<file path="config.mk">
export PLATFORM = sky130hd
export DESIGN_NAME = multicycle_control_unit
export DESIGN_NICKNAME = d
export VERILOG_FILES = /design/src/rtl/multicycle_control_unit.sv
export SDC_FILE = /design/constraint.sdc
export NUM_CORES = 1
export LEC_CHECK = 0
export ABC_CLOCK_PERIOD_IN_PS = 2650
export BUFFER_PORTS_ARGS = -buffer_cell sky130_fd_sc_hd__buf_4
export CAP_MARGIN = 40
export CORE_MARGIN = 2
export CORE_UTILIZATION = 53
export DETAILED_ROUTE_END_ITERATION = 6
export PLACE_DENSITY = 0.87
export SLEW_MARGIN = 20
export SYNTH_ARGS = -nofsm -noshare
export SYNTH_HDL_FRONTEND = slang
export SYNTH_SLANG_ARGS = --single-unit
</file>
<file path="constraint.sdc">
create_clock -name i_clk -period 2.65 [get_ports i_clk]
set_input_delay 0.3975 -clock i_clk [delete_from_list [all_inputs] [get_ports i_clk]]
set_output_delay 0.3975 -clock i_clk [all_outputs]
set_load 0.01 [all_outputs]
</file>
<file path="src/rtl/multicycle_control_unit.sv">
// Multi-cycle control unit: sequences FETCH/DECODE/EXEC/MEM/WB and drives datapath strobes per state.
// Latency FETCH->FETCH (no waits): BEQ 3, R/ADDI/SS 4, LS 5, MUL 3+MUL_CYCLES; each wait cycle adds 1.
// Backpressure: holds in FETCH until i_instr_ready, holds in MEM (strobes stable) until i_mem_ready.
//
// Ports:
//   i_clk, i_reset            rising-edge clock, synchronous active-high reset
//   i_opcode, i_funct         instruction fields, sampled and latched in DECODE
//   i_instr_ready             instruction memory has data for o_instr_req
//   i_mem_ready               data memory completes the current read/write
//   o_instr_req, o_ir_write, o_pc_write        fetch controls
//   o_reg_dst, o_branch, o_mem_read, o_mem_to_reg, o_mem_write, o_alu_src, o_reg_write  datapath strobes
//   o_alu_op                  00 add, 01 sub/compare, 10 R-format, 11 multiply
//   o_illegal_op              one-cycle pulse in DECODE on an undecodable opcode
//   o_busy                    high in every state except FETCH
module multicycle_control_unit #(
    parameter int                  OPCODE_W   = 4,
    parameter int                  FUNCT_W    = 2,
    parameter logic [FUNCT_W-1:0]  MUL_FUNCT  = 2'b11,
    parameter int                  MUL_CYCLES = 4
) (
    input  logic                i_clk,
    input  logic                i_reset,
    input  logic [OPCODE_W-1:0] i_opcode,
    input  logic [FUNCT_W-1:0]  i_funct,
    input  logic                i_instr_ready,
    input  logic                i_mem_ready,
    output logic                o_instr_req,
    output logic                o_ir_write,
    output logic                o_pc_write,
    output logic                o_reg_dst,
    output logic                o_branch,
    output logic                o_mem_read,
    output logic                o_mem_to_reg,
    output logic                o_mem_write,
    output logic                o_alu_src,
    output logic                o_reg_write,
    output logic [1:0]          o_alu_op,
    output logic                o_illegal_op,
    output logic                o_busy
);

    localparam int CNT_W = $clog2(MUL_CYCLES + 1);

    localparam logic [OPCODE_W-1:0] OP_R    = OPCODE_W'(4'b0110);
    localparam logic [OPCODE_W-1:0] OP_LS   = OPCODE_W'(4'b0010);
    localparam logic [OPCODE_W-1:0] OP_SS   = OPCODE_W'(4'b0011);
    localparam logic [OPCODE_W-1:0] OP_BEQ  = OPCODE_W'(4'b0100);
    localparam logic [OPCODE_W-1:0] OP_ADDI = OPCODE_W'(4'b0001);

    typedef enum logic [2:0] {
        S_FETCH  = 3'd0,
        S_DECODE = 3'd1,
        S_EXEC   = 3'd2,
        S_MEM    = 3'd3,
        S_WB     = 3'd4
    } state_t;

    state_t               r_state;
    state_t               w_next;
    logic [OPCODE_W-1:0]  r_op;
    logic [FUNCT_W-1:0]   r_funct;
    logic [CNT_W-1:0]     r_mul_cnt;

    // Classes of the latched instruction (valid from EXEC onward)
    logic w_is_r, w_is_ls, w_is_ss, w_is_beq, w_is_addi, w_is_mul;
    // Legality/MUL of the incoming instruction (used only in DECODE, before latching)
    logic w_dec_legal, w_dec_mul;

    assign w_is_r    = (r_op == OP_R);
    assign w_is_ls   = (r_op == OP_LS);
    assign w_is_ss   = (r_op == OP_SS);
    assign w_is_beq  = (r_op == OP_BEQ);
    assign w_is_addi = (r_op == OP_ADDI);
    assign w_is_mul  = w_is_r && (r_funct == MUL_FUNCT);

    assign w_dec_legal = (i_opcode == OP_R)  || (i_opcode == OP_LS)  || (i_opcode == OP_SS) ||
                         (i_opcode == OP_BEQ) || (i_opcode == OP_ADDI);
    assign w_dec_mul   = (i_opcode == OP_R) && (i_funct == MUL_FUNCT);

    always_ff @(posedge i_clk) begin
        if (i_reset) begin
            r_state   <= S_FETCH;
            r_op      <= '0;
            r_funct   <= '0;
            r_mul_cnt <= '0;
        end else begin
            r_state <= w_next;
            if (r_state == S_DECODE) begin
                r_op    <= i_opcode;
                r_funct <= i_funct;
                // Counter holds the EXEC cycles still to go after the current one
                if (w_dec_mul) begin
                    r_mul_cnt <= CNT_W'(MUL_CYCLES - 1);
                end
            end else if (r_state == S_EXEC && r_mul_cnt != '0) begin
                r_mul_cnt <= r_mul_cnt - CNT_W'(1);
            end
        end
    end

    always_comb begin
        w_next       = r_state;
        o_instr_req  = 1'b0;
        o_ir_write   = 1'b0;
        o_pc_write   = 1'b0;
        o_reg_dst    = 1'b0;
        o_branch     = 1'b0;
        o_mem_read   = 1'b0;
        o_mem_to_reg = 1'b0;
        o_mem_write  = 1'b0;
        o_alu_src    = 1'b0;
        o_reg_write  = 1'b0;
        o_alu_op     = 2'b00;
        o_illegal_op = 1'b0;
        o_busy       = 1'b0;

        // Reset is synchronous, so the state may still be mid-instruction during the
        // reset cycle; masking here keeps every strobe low while reset is asserted.
        if (!i_reset) begin
            case (r_state)
                S_FETCH: begin
                    o_instr_req = 1'b1;
                    if (i_instr_ready) begin
                        o_ir_write = 1'b1;
                        o_pc_write = 1'b1;
                        w_next     = S_DECODE;
                    end
                end
                S_DECODE: begin
                    o_busy = 1'b1;
                    if (w_dec_legal) begin
                        w_next = S_EXEC;
                    end else begin
                        o_illegal_op = 1'b1;
                        w_next       = S_FETCH;
                    end
                end
                S_EXEC: begin
                    o_busy    = 1'b1;
                    o_alu_src = w_is_ls || w_is_ss || w_is_addi;
                    if (w_is_mul) begin
                        o_alu_op = 2'b11;
                    end else if (w_is_r) begin
                        o_alu_op = 2'b10;
                    end else if (w_is_beq) begin
                        o_alu_op = 2'b01;
                    end
                    if (w_is_mul) begin
                        if (r_mul_cnt == '0) begin
                            w_next = S_WB;
                        end
                    end else if (w_is_beq) begin
                        o_branch = 1'b1;
                        w_next   = S_FETCH;
                    end else if (w_is_r || w_is_addi) begin
                        w_next = S_WB;
                    end else if (w_is_ls || w_is_ss) begin
                        w_next = S_MEM;
                    end else begin
                        w_next = S_FETCH;
                    end
                end
                S_MEM: begin
                    o_busy      = 1'b1;
                    o_alu_src   = 1'b1;
                    o_mem_read  = w_is_ls;
                    o_mem_write = w_is_ss;
                    if (i_mem_ready) begin
                        w_next = w_is_ls ? S_WB : S_FETCH;
                    end
                end
                S_WB: begin
                    o_busy       = 1'b1;
                    o_reg_write  = 1'b1;
                    o_reg_dst    = w_is_r;
                    o_mem_to_reg = w_is_ls;
                    w_next       = S_FETCH;
                end
                default: begin
                    w_next = S_FETCH;
                end
            endcase
        end
    end

endmodule

</file>
==> flow_summary.json, run 1 <==
{
  "async_flop_share_pct": 0,
  "antenna_cells": 0,
  "clockRootBuffer": "clkbuf_4",
  "track_usage_pct": 21.62,
  "cts_tree": "done",
  "numCtsBuffers": 3,
  "mostFrequentLayoutCell": "buf_4",
  "critPathKind": "flip-flop to output pin",
  "worst_pin_slew_ns": 0.4941,
  "clk_pin_slew_worst_paths_ns": 0.08,
  "seq_area_sq_um": 240.2,
  "top_level_ports": 24,
  "holdWs_ns": 0.3759,
  "cts_hold_buffers": 0,
  "fmax_mhz": 466.1,
  "slew_headroom_pct": 66.91,
  "cp-start-kind": "flip-flop",
  "outcome": "finished, final reports clean",
  "cts.sinks": 12,
  "vias_per_cell": 5.892,
  "drtIter0Drc": 10,
  "synth_cells": 104,
  "synth_cell_type_count": 36,
  "grt_pass1_vias": 735,
  "design_area_sq_um": 979.7,
  "route.detailed.drc": 0,
  "dpl_cell_area_sq_um": 943.4,
  "initial_core_util_pct": 55.08,
  "stdcell_count": 139,
  "synth_edf_count": 0,
  "wl_per_cell_um": 13.36,
  "antenna_found_initial": 0,
  "rows": 14,
  "min_path_cells": 3,
  "wl_um": 1857,
  "reg2regPathDepth": 4,
  "yosysTopAreaCell": "dfxtp_1",
  "syn_to_final_growth_pct": 22.34,
  "grt.overflow.total": 0,
  "worstSetupEndpointType": "output pin",
  "yosys-top-cells-area": "dfxtp_1, nand2_1, a21oi_1, nor4_1, nor3_1",
  "multi_input_area_sq_um": 484.2,
  "core_sq_um": 1454,
  "hold_class": "input pin to flip-flop",
  "first_pass_iters": 4,
  "cts_buffer_depth": 2,
  "grt_pass1_wl_um": 3063,
  "clock_skew_ns": 0.003520,
  "port_buffers": 23,
  "p_total_uw": 483.8,
  "yosysWarnings": 0,
  "dieArea_sq_um": 1838,
  "synthesis.area_sq_um": 800.8,
  "synth-seq-cells": 12,
  "clk_latency_ns": 0.28,
  "synth.net_count": 116,
  "dp_hpwl_um": 1393,
  "synth_ff_type": "dfxtp_1",
  "critPathMaxFanout": 13,
  "maxCapViolCount": 0,
  "finalSetupViolations": 0,
  "nFillCells": 133,
  "critPathArrivalTime_ns": 1.75,
  "synth_top_area_share_pct": 30.00,
  "die_w_um": 42.87,
  "globalplace.congestion": 0.8006,
  "grt_max_degree": 20,
  "avgSynthCellArea_sq_um": 7.700,
  "cts_resized": 0,
  "rsz0062_at_grt": "false",
  "dpl.cell_count": 135,
  "postRouteAntennaNets": 0,
  "cts_setup_buffers": 0,
  "p_leak_nw": 0.3906,
  "vias": 819,
  "finalCritPeriodShare_pct": 80.96,
  "power_density_nw_per_um2": 493.9,
  "nets": 136,
  "period_minus_slack_ns": 2.146,
  "seq_area_frac_synth_pct": 30.00,
  "setup-tns-final_ns": 0,
  "ir_drop_mv": 0.2261,
  "drive_gt1_share_pct": 24.39,
  "hold_violations": 0,
  "ctsHtreeMaxLevel": 1,
  "fp.dieH_um": 42.87,
  "final_cell_mix": "buf_4, nand2_1, dfxtp_1",
  "worstPathRequired_ns": 2.25,
  "drv_slew": 0
}
[Yosys cell counts, drive strengths merged, types with 2 or more instances]
master,number
nor2,8
a21oi,9
dfxtp,12
nor3,7
o21ai,2
nand2,15
inv,7
nor4,6
ha,2
buf,4
or3b,3
clkbuf,4
a211oi,3
nand3b,2
nand3,2
[cell type report]
class / instances / share of cell area (%)
Multi-Input combinational cell: 77 / 49.43
Sequential cell: 12 / 24.52
Timing Repair Buffer: 23 / 17.62
Clock buffer: 4 / 3.704
Inverter: 7 / 2.682
Tap cell: 16 / 2.043
[path summary, 6_finish.rpt]
kind                                start                        end  slack [ns]
setup / recovery  r_state[0]$_SDFFE_PP0P_               o_illegal_op        0.50
hold / removal                 i_funct[0]    r_funct[0]$_SDFFE_PP0P_        0.38
setup reg to reg  r_state[0]$_SDFFE_PP0P_  r_mul_cnt[0]$_SDFFE_PP0P_        0.76
hold reg to reg   r_funct[0]$_SDFFE_PP0P_    r_funct[0]$_SDFFE_PP0P_        0.47
[layer usage]
layer	track usage (%)	wire [um]	part of all wire [%]	up-vias
li1	-	-	-	411
met1	25.07	759	41	384
met2	37.27	986	53	20
met3	4.255	88	4.7	4
met4	10.63	22	1.2	0
met5	0	0	0	-
[state kept, by name, summed over array words and instances (netlist names)]
| register | flops |
|---|---|
| r_op | 4 |
| r_mul_cnt | 3 |
| r_state | 3 |
| r_funct | 2 |
[critical path: stages, from the launching register on]
cell and delay [ns]:
dfxtp_1 0.57, or3b_1 0.57, nor3_1 0.19, buf_4 0.15
[cell families after synthesis]
family / count (synthesis) / share of synthesized area (%)
xor gates and xnor gates: 2 / 2.188
buffers and inverters: 15 / 9.531
muxes: 1 / 1.250
adders and majority gates: 2 / 3.125
AOI/OAI and AO/OA: 20 / 15.78
DFF: 12 / 30.00
and+or+nand+nor: 52 / 38.13
[power by group]
| part | internal, mW | total, mW | switching [mW] |
|---|---|---|---|
| Sequential | 0.193 | 0.217 | 0.0238 |
| Combinational | 0.0520 | 0.116 | 0.0643 |
| Clock | 0.0836 | 0.150 | 0.0667 |
| Total | 0.329 | 0.484 | 0.155 |
[metrics by stage]
step	setup WS, ns	utilization, %
after floorplan	0.8484	-
after global placement	0.7542	64.89
after detailed placement	0.7421	64.89
after CTS	0.5007	67.38
after global routing	0.4431	67.38
final	0.5045	67.38
No activity file was read; power rests on OpenSTA's default activity.
==> inputs of run 2 (changes only) <==
Settings changed: ABC_CLOCK_PERIOD_IN_PS 2650 to 1770, CORE_UTILIZATION 53 to 44, PLACE_DENSITY 0.87 to 0.78.
Clock period 2.65 ns to 1.77 ns, I/O delays scaled along.
==> run 2 against run 1 <==
Sequential cell count stayed put. Clock skew decreased by 0.0027 ns. Sequential share of layout area decreased by 1.1 points. Critical path depth is the same. Via count grew 2.3%.
==> flow_summary.json, run 2 (synthesized netlist as in run 1, its figures left out) <==
{
  "dieArea_sq_um": 2177,
  "grt.overflow.total": 0,
  "worst_pin_slew_ns": 0.3999,
  "numCtsBuffers": 3,
  "finalCritPeriodShare_pct": 96.81,
  "syn_to_final_growth_pct": 35.00,
  "combPwrFrac_pct": 29.3,
  "setup_ws_ns": 0.05644,
  "largest_reg_flops": 4,
  "power_density_nw_per_um2": 697.5,
  "clockRootBuffer": "clkbuf_4",
  "clock_skew_ns": 0.0008228,
  "p_total_uw": 754.0,
  "cts.sinks": 12,
  "mostFrequentLayoutCell": "buf_4",
  "drv_slew": 0,
  "fp.dieH_um": 46.66,
  "p_sw_share_pct": 30.98,
  "regMostFlops": "r_op",
  "p_leak_nw": 0.4368,
  "critPathArrivalTime_ns": 1.45,
  "grt_pass1_vias": 708,
  "drive_gt1_share_pct": 38.46,
  "track_usage_pct": 19.07,
  "critPathMaxFanout": 9,
  "vias": 838,
  "final_cell_mix": "buf_4, nand2_1, a21oi_1",
  "clk_pin_slew_worst_paths_ns": 0.07,
  "ctsHtreeMaxLevel": 1,
  "hold_class": "input pin to flip-flop",
  "first_pass_iters": 4,
  "dpl.cell_count": 150,
  "maxCapViolCount": 0,
  "dp_slack_ns": 0.1160,
  "drtIter0Drc": 13,
  "wl_per_cell_um": 12.84,
  "ir_drop_mv": 0.4242,
  "route.detailed.drc": 0,
  "p_int_uw": 520.4,
  "hold_violations": 0,
  "postRouteAntennaNets": 0,
  "vias_per_cell": 5.406,
  "pwr-share-clk_pct": 28.8,
  "cts_tree": "done",
  "stdcell_count": 155,
  "rows": 15,
  "netSwitchingPower_uw": 233.6,
  "globalplace.congestion": 0.8473,
  "clk_latency_ns": 0.27,
  "slew_headroom_pct": 73.18,
  "seqPwrFrac_pct": 41.9,
  "holdWs_ns": 0.2466,
  "nets": 143,
  "worstPathRequired_ns": 1.50,
  "fin_util_pct": 62.61,
  "initial_core_util_pct": 46.38,
  "core_sq_um": 1727,
  "dpl_cell_area_sq_um": 999.7,
  "antenna_found_initial": 0,
  "reg_top3": "r_op x4, r_mul_cnt x3, r_state x3",
  "dp_hpwl_um": 1459,
  "cp-start-kind": "flip-flop",
  "grt_pass1_wl_um": 2946,
  "critPathKind": "flip-flop to output pin",
  "grt_max_degree": 19,
  "cts_buffer_depth": 2,
  "die_w_um": 46.66,
  "setup-tns-final_ns": 0,
  "top_level_ports": 24,
  "antenna_cells": 0,
  "cts_hold_buffers": 0,
  "design_area_sq_um": 1081,
  "port_buffers": 23,
  "wl_um": 1990,
  "outcome": "finished, final reports clean",
  "period_minus_slack_ns": 1.714,
  "finalSetupViolations": 0,
  "fmax_mhz": 583.6,
  "worstSetupEndpointType": "output pin"
}
==> run 2: changes by cell type in the layout (fill, tap and decap cells not counted), moves of 2 or more <==
cell and change:
dfxtp_1 -6, dfxtp_4 +2, dfxtp_2 +4, or3b_4 +2, buf_4 +7, or3b_1 -2
==> run 2: area by class of cell <==
cell class,instances,area [sq um]
Tap cell,25,31.28
Sequential cell,12,252.7
Clock buffer,4,36.28
Timing Repair Buffer,30,225.2
Inverter,7,28.78
Fill cell,170,645.6
Multi-Input combinational cell,77,506.7
==> run 2: worst max-delay path: stages, from the launching register on <==
cell     delay, ns
dfxtp_4       0.39
or3b_4        0.41
nor4_1        0.20
buf_4         0.17
==> run 2: metal layers <==
layer  up-vias  GRT usage [%]  part of all wire (%)
met5         -              0                     0
met4         0          11.67                   1.6
met3         4          2.745                   3.6
met2        23          30.56                    48
met1       385          23.88                    46
li1        426              -                     -
==> run 2: path summary, 6_finish.rpt <==
kind                                   to  cells past startpoint               startpoint  slack (ns)
setup / recovery               o_mem_read                      3     r_op[1]$_SDFFE_PP0P_        0.06
hold / removal       r_op[3]$_SDFFE_PP0P_                      3              i_opcode[3]        0.25
setup reg to reg  r_state[0]$_SDFFE_PP0P_                      4  r_state[2]$_SDFFE_PP0P_        0.16
hold reg to reg   r_funct[1]$_SDFFE_PP0P_                      2  r_funct[1]$_SDFFE_PP0P_        0.47
==> run 2: power groups by stage <==
stage	Combinational [mW]	Clock (mW)	Sequential [mW]
after detailed placement	0.210	0	0.319
after CTS	0.213	0.226	0.313
after global placement	0.204	0	0.318
after floorplan	0.150	0	0.306
after global routing	0.246	0.235	0.319
final	0.221	0.217	0.316
==> run 2: repair_timing <==
| action | 4_1_cts | 5_1_grt |
|---|---|---|
| pin swaps | 0 | 1 |
| setup buffers | 0 | 1 |
| endpoints found under the setup margin | 4 | 8 |
| gates resized for setup | 4 | 12 |
==> inputs of run 3 (changes only) <==
Settings changed: GPL_ROUTABILITY_DRIVEN set to 0, RECOVER_POWER set to 100.
==> run 3 against run 2 <==
Sequential cell count unchanged. Critical path type unchanged. Clock power hardly changed. Global-route usage unchanged. Wire length fell by 0.80%. Total power shrank 0.97%. Largest cell class unchanged. Worst setup slack got worse by 0.019 ns. Non-clock buffer count did not move. Sequential power hardly changed. Worst hold slack worse by 0.0027 ns.
==> flow_summary.json, run 3 (synthesized netlist as in run 1, its figures left out) <==
{
  "vias_per_cell": 5.445,
  "slew_headroom_pct": 70.71,
  "dpl_cell_area_sq_um": 999.7,
  "antenna_cells": 0,
  "drive_gt1_share_pct": 33.85,
  "hold_violations": 0,
  "p_total_uw": 746.8,
  "nets": 143,
  "power_density_nw_per_um2": 714.8,
  "regMostFlops": "r_op",
  "maxCapViolCount": 0,
  "design_area_sq_um": 1045,
  "grt.overflow.total": 0,
  "first_pass_iters": 4,
  "grt_max_degree": 19,
  "syn_to_final_growth_pct": 30.47,
  "cts.sinks": 12,
  "reg_top3": "r_op x4, r_mul_cnt x3, r_state x3",
  "rows": 15,
  "clk_pin_slew_worst_paths_ns": 0.08,
  "mostFrequentLayoutCell": "buf_4",
  "grt_pass1_wl_um": 2946,
  "nFillCells": 179,
  "drtIter0Drc": 10,
  "final_cell_mix": "buf_4, nand2_1, a21oi_1",
  "cts_buffer_depth": 2,
  "combPwrFrac_pct": 28.3,
  "finalSetupViolations": 0,
  "worstSetupEndpointType": "output pin",
  "reg2reg_slack_ns": 0.16,
  "dieArea_sq_um": 2177,
  "clockRootBuffer": "clkbuf_4",
  "numCtsBuffers": 3,
  "outcome": "finished, final reports clean",
  "p_int_uw": 514.6,
  "fp.dieH_um": 46.66,
  "drv_slew": 0,
  "cp_top_family": "simple AND/OR/NAND/NOR gates",
  "seq_area_sq_um": 250.2,
  "path_buf_inv": 1,
  "cts_tree": "done",
  "seqPwrFrac_pct": 42.5,
  "netSwitchingPower_uw": 232.2,
  "die_w_um": 46.66,
  "p_leak_nw": 0.4035,
  "postRouteAntennaNets": 0,
  "finalCritPeriodShare_pct": 97.86,
  "critPathMaxFanout": 9,
  "worstPathRequired_ns": 1.50,
  "p_sw_share_pct": 31.09,
  "clk_latency_ns": 0.27,
  "clock_skew_ns": 0.002224,
  "port_buffers": 23,
  "ctsHtreeMaxLevel": 1,
  "cp-start-kind": "flip-flop",
  "cts_hold_buffers": 0,
  "critPathMaxStageDelay_ns": 0.41,
  "critPathKind": "flip-flop to output pin",
  "top_level_ports": 24,
  "ir_drop_mv": 0.4177,
  "worst_pin_slew_ns": 0.4384,
  "critPathArrivalTime_ns": 1.47,
  "pwr-share-clk_pct": 29.3,
  "core_sq_um": 1727,
  "multi_input_area_sq_um": 493.0,
  "initial_core_util_pct": 46.38,
  "hold_class": "input pin to flip-flop",
  "route.detailed.drc": 0,
  "wl_um": 1974,
  "vias": 844,
  "antenna_found_initial": 0,
  "track_usage_pct": 19.07,
  "dp_hpwl_um": 1459,
  "grt_pass1_vias": 708,
  "period_minus_slack_ns": 1.732,
  "crit_slowest_cell": "or3b_4",
  "wl_per_cell_um": 12.74,
  "cp_cell_sequence": "or3b_4, nor4_1, clkbuf_1",
  "fmax_mhz": 577.3,
  "largest_reg_flops": 4
}
## run 3: cell types whose count changed in the layout (fill, tap and decap cells not counted)
cell      previous run  this run
buf_4               30        25
clkbuf_1             0         5
clkinv_2             0         1
dfxtp_2              4         5
dfxtp_4              2         1
inv_4                1         0
nor3b_1              0         1
nor3b_2              1         0
nor4b_2              0         1
nor4b_4              1         0
## run 3: per-layer routing
metal / wire length [um] / GRT usage, %
met3: 81 / 2.745
met5: 0 / 0
met4: 41 / 11.67
met2: 940 / 30.56
met1: 911 / 23.88
## run 3: per-stage QoR
stage                     hold slack [ns]  utilization (%)    TNS, ns  std cells  worst slack, ns
after floorplan                    0.4015                -          0        104           0.1145
after global placement             0.4467            57.90          0        150           0.1957
after detailed placement           0.4604            57.90          0        150           0.1160
after CTS                          0.2399            60.29          0        154        0.0008906
after global routing               0.2522            60.51  -0.002363        155        -0.002363
final                              0.2439            60.51          0        155          0.03783
## run 3: layout make-up
| type | instances | share of cell area (%) |
|---|---|---|
| Inverter | 7 | 2.635 |
| Tap cell | 25 | 2.994 |
| Timing Repair Buffer | 30 | 19.76 |
| Multi-Input combinational cell | 77 | 47.19 |
| Clock buffer | 4 | 3.473 |
| Sequential cell | 12 | 23.95 |
## run 3: what timing repair did
item,CTS,global route
gates resized for setup,4,12
pin swaps,0,1
gates cloned,0,0
setup buffers,0,1
setup endpoints to repair,4,8
## run 3: final timing paths
kind / from / cells after the start / end
worst max-delay path: r_op[1]$_SDFFE_PP0P_ / 3 / o_mem_read
worst min-delay path: i_opcode[3] / 3 / r_op[3]$_SDFFE_PP0P_
worst max register to register: r_mul_cnt[0]$_SDFFE_PP0P_ / 6 / r_state[0]$_SDFFE_PP0P_
worst min register to register: r_funct[1]$_SDFFE_PP0P_ / 2 / r_funct[1]$_SDFFE_PP0P_
## run 3: worst register-to-register path: stages (launching register included)
cell and delay [ns]:
dfxtp_1 0.35, inv_1 0.07, ha_1 0.18, nor2b_1 0.14, or4b_1 0.55, nand3_1 0.11
o31ai_1 0.08
## run 3: power by group through the flow
| stage | sequential [mW] | clock (mW) | combinational [mW] |
|---|---|---|---|
| global route | 0.321 | 0.235 | 0.237 |
| CTS | 0.313 | 0.226 | 0.213 |
| floorplan | 0.306 | 0 | 0.150 |
| finish | 0.317 | 0.219 | 0.211 |
| detailed placement | 0.319 | 0 | 0.210 |
| global placement | 0.318 | 0 | 0.204 |
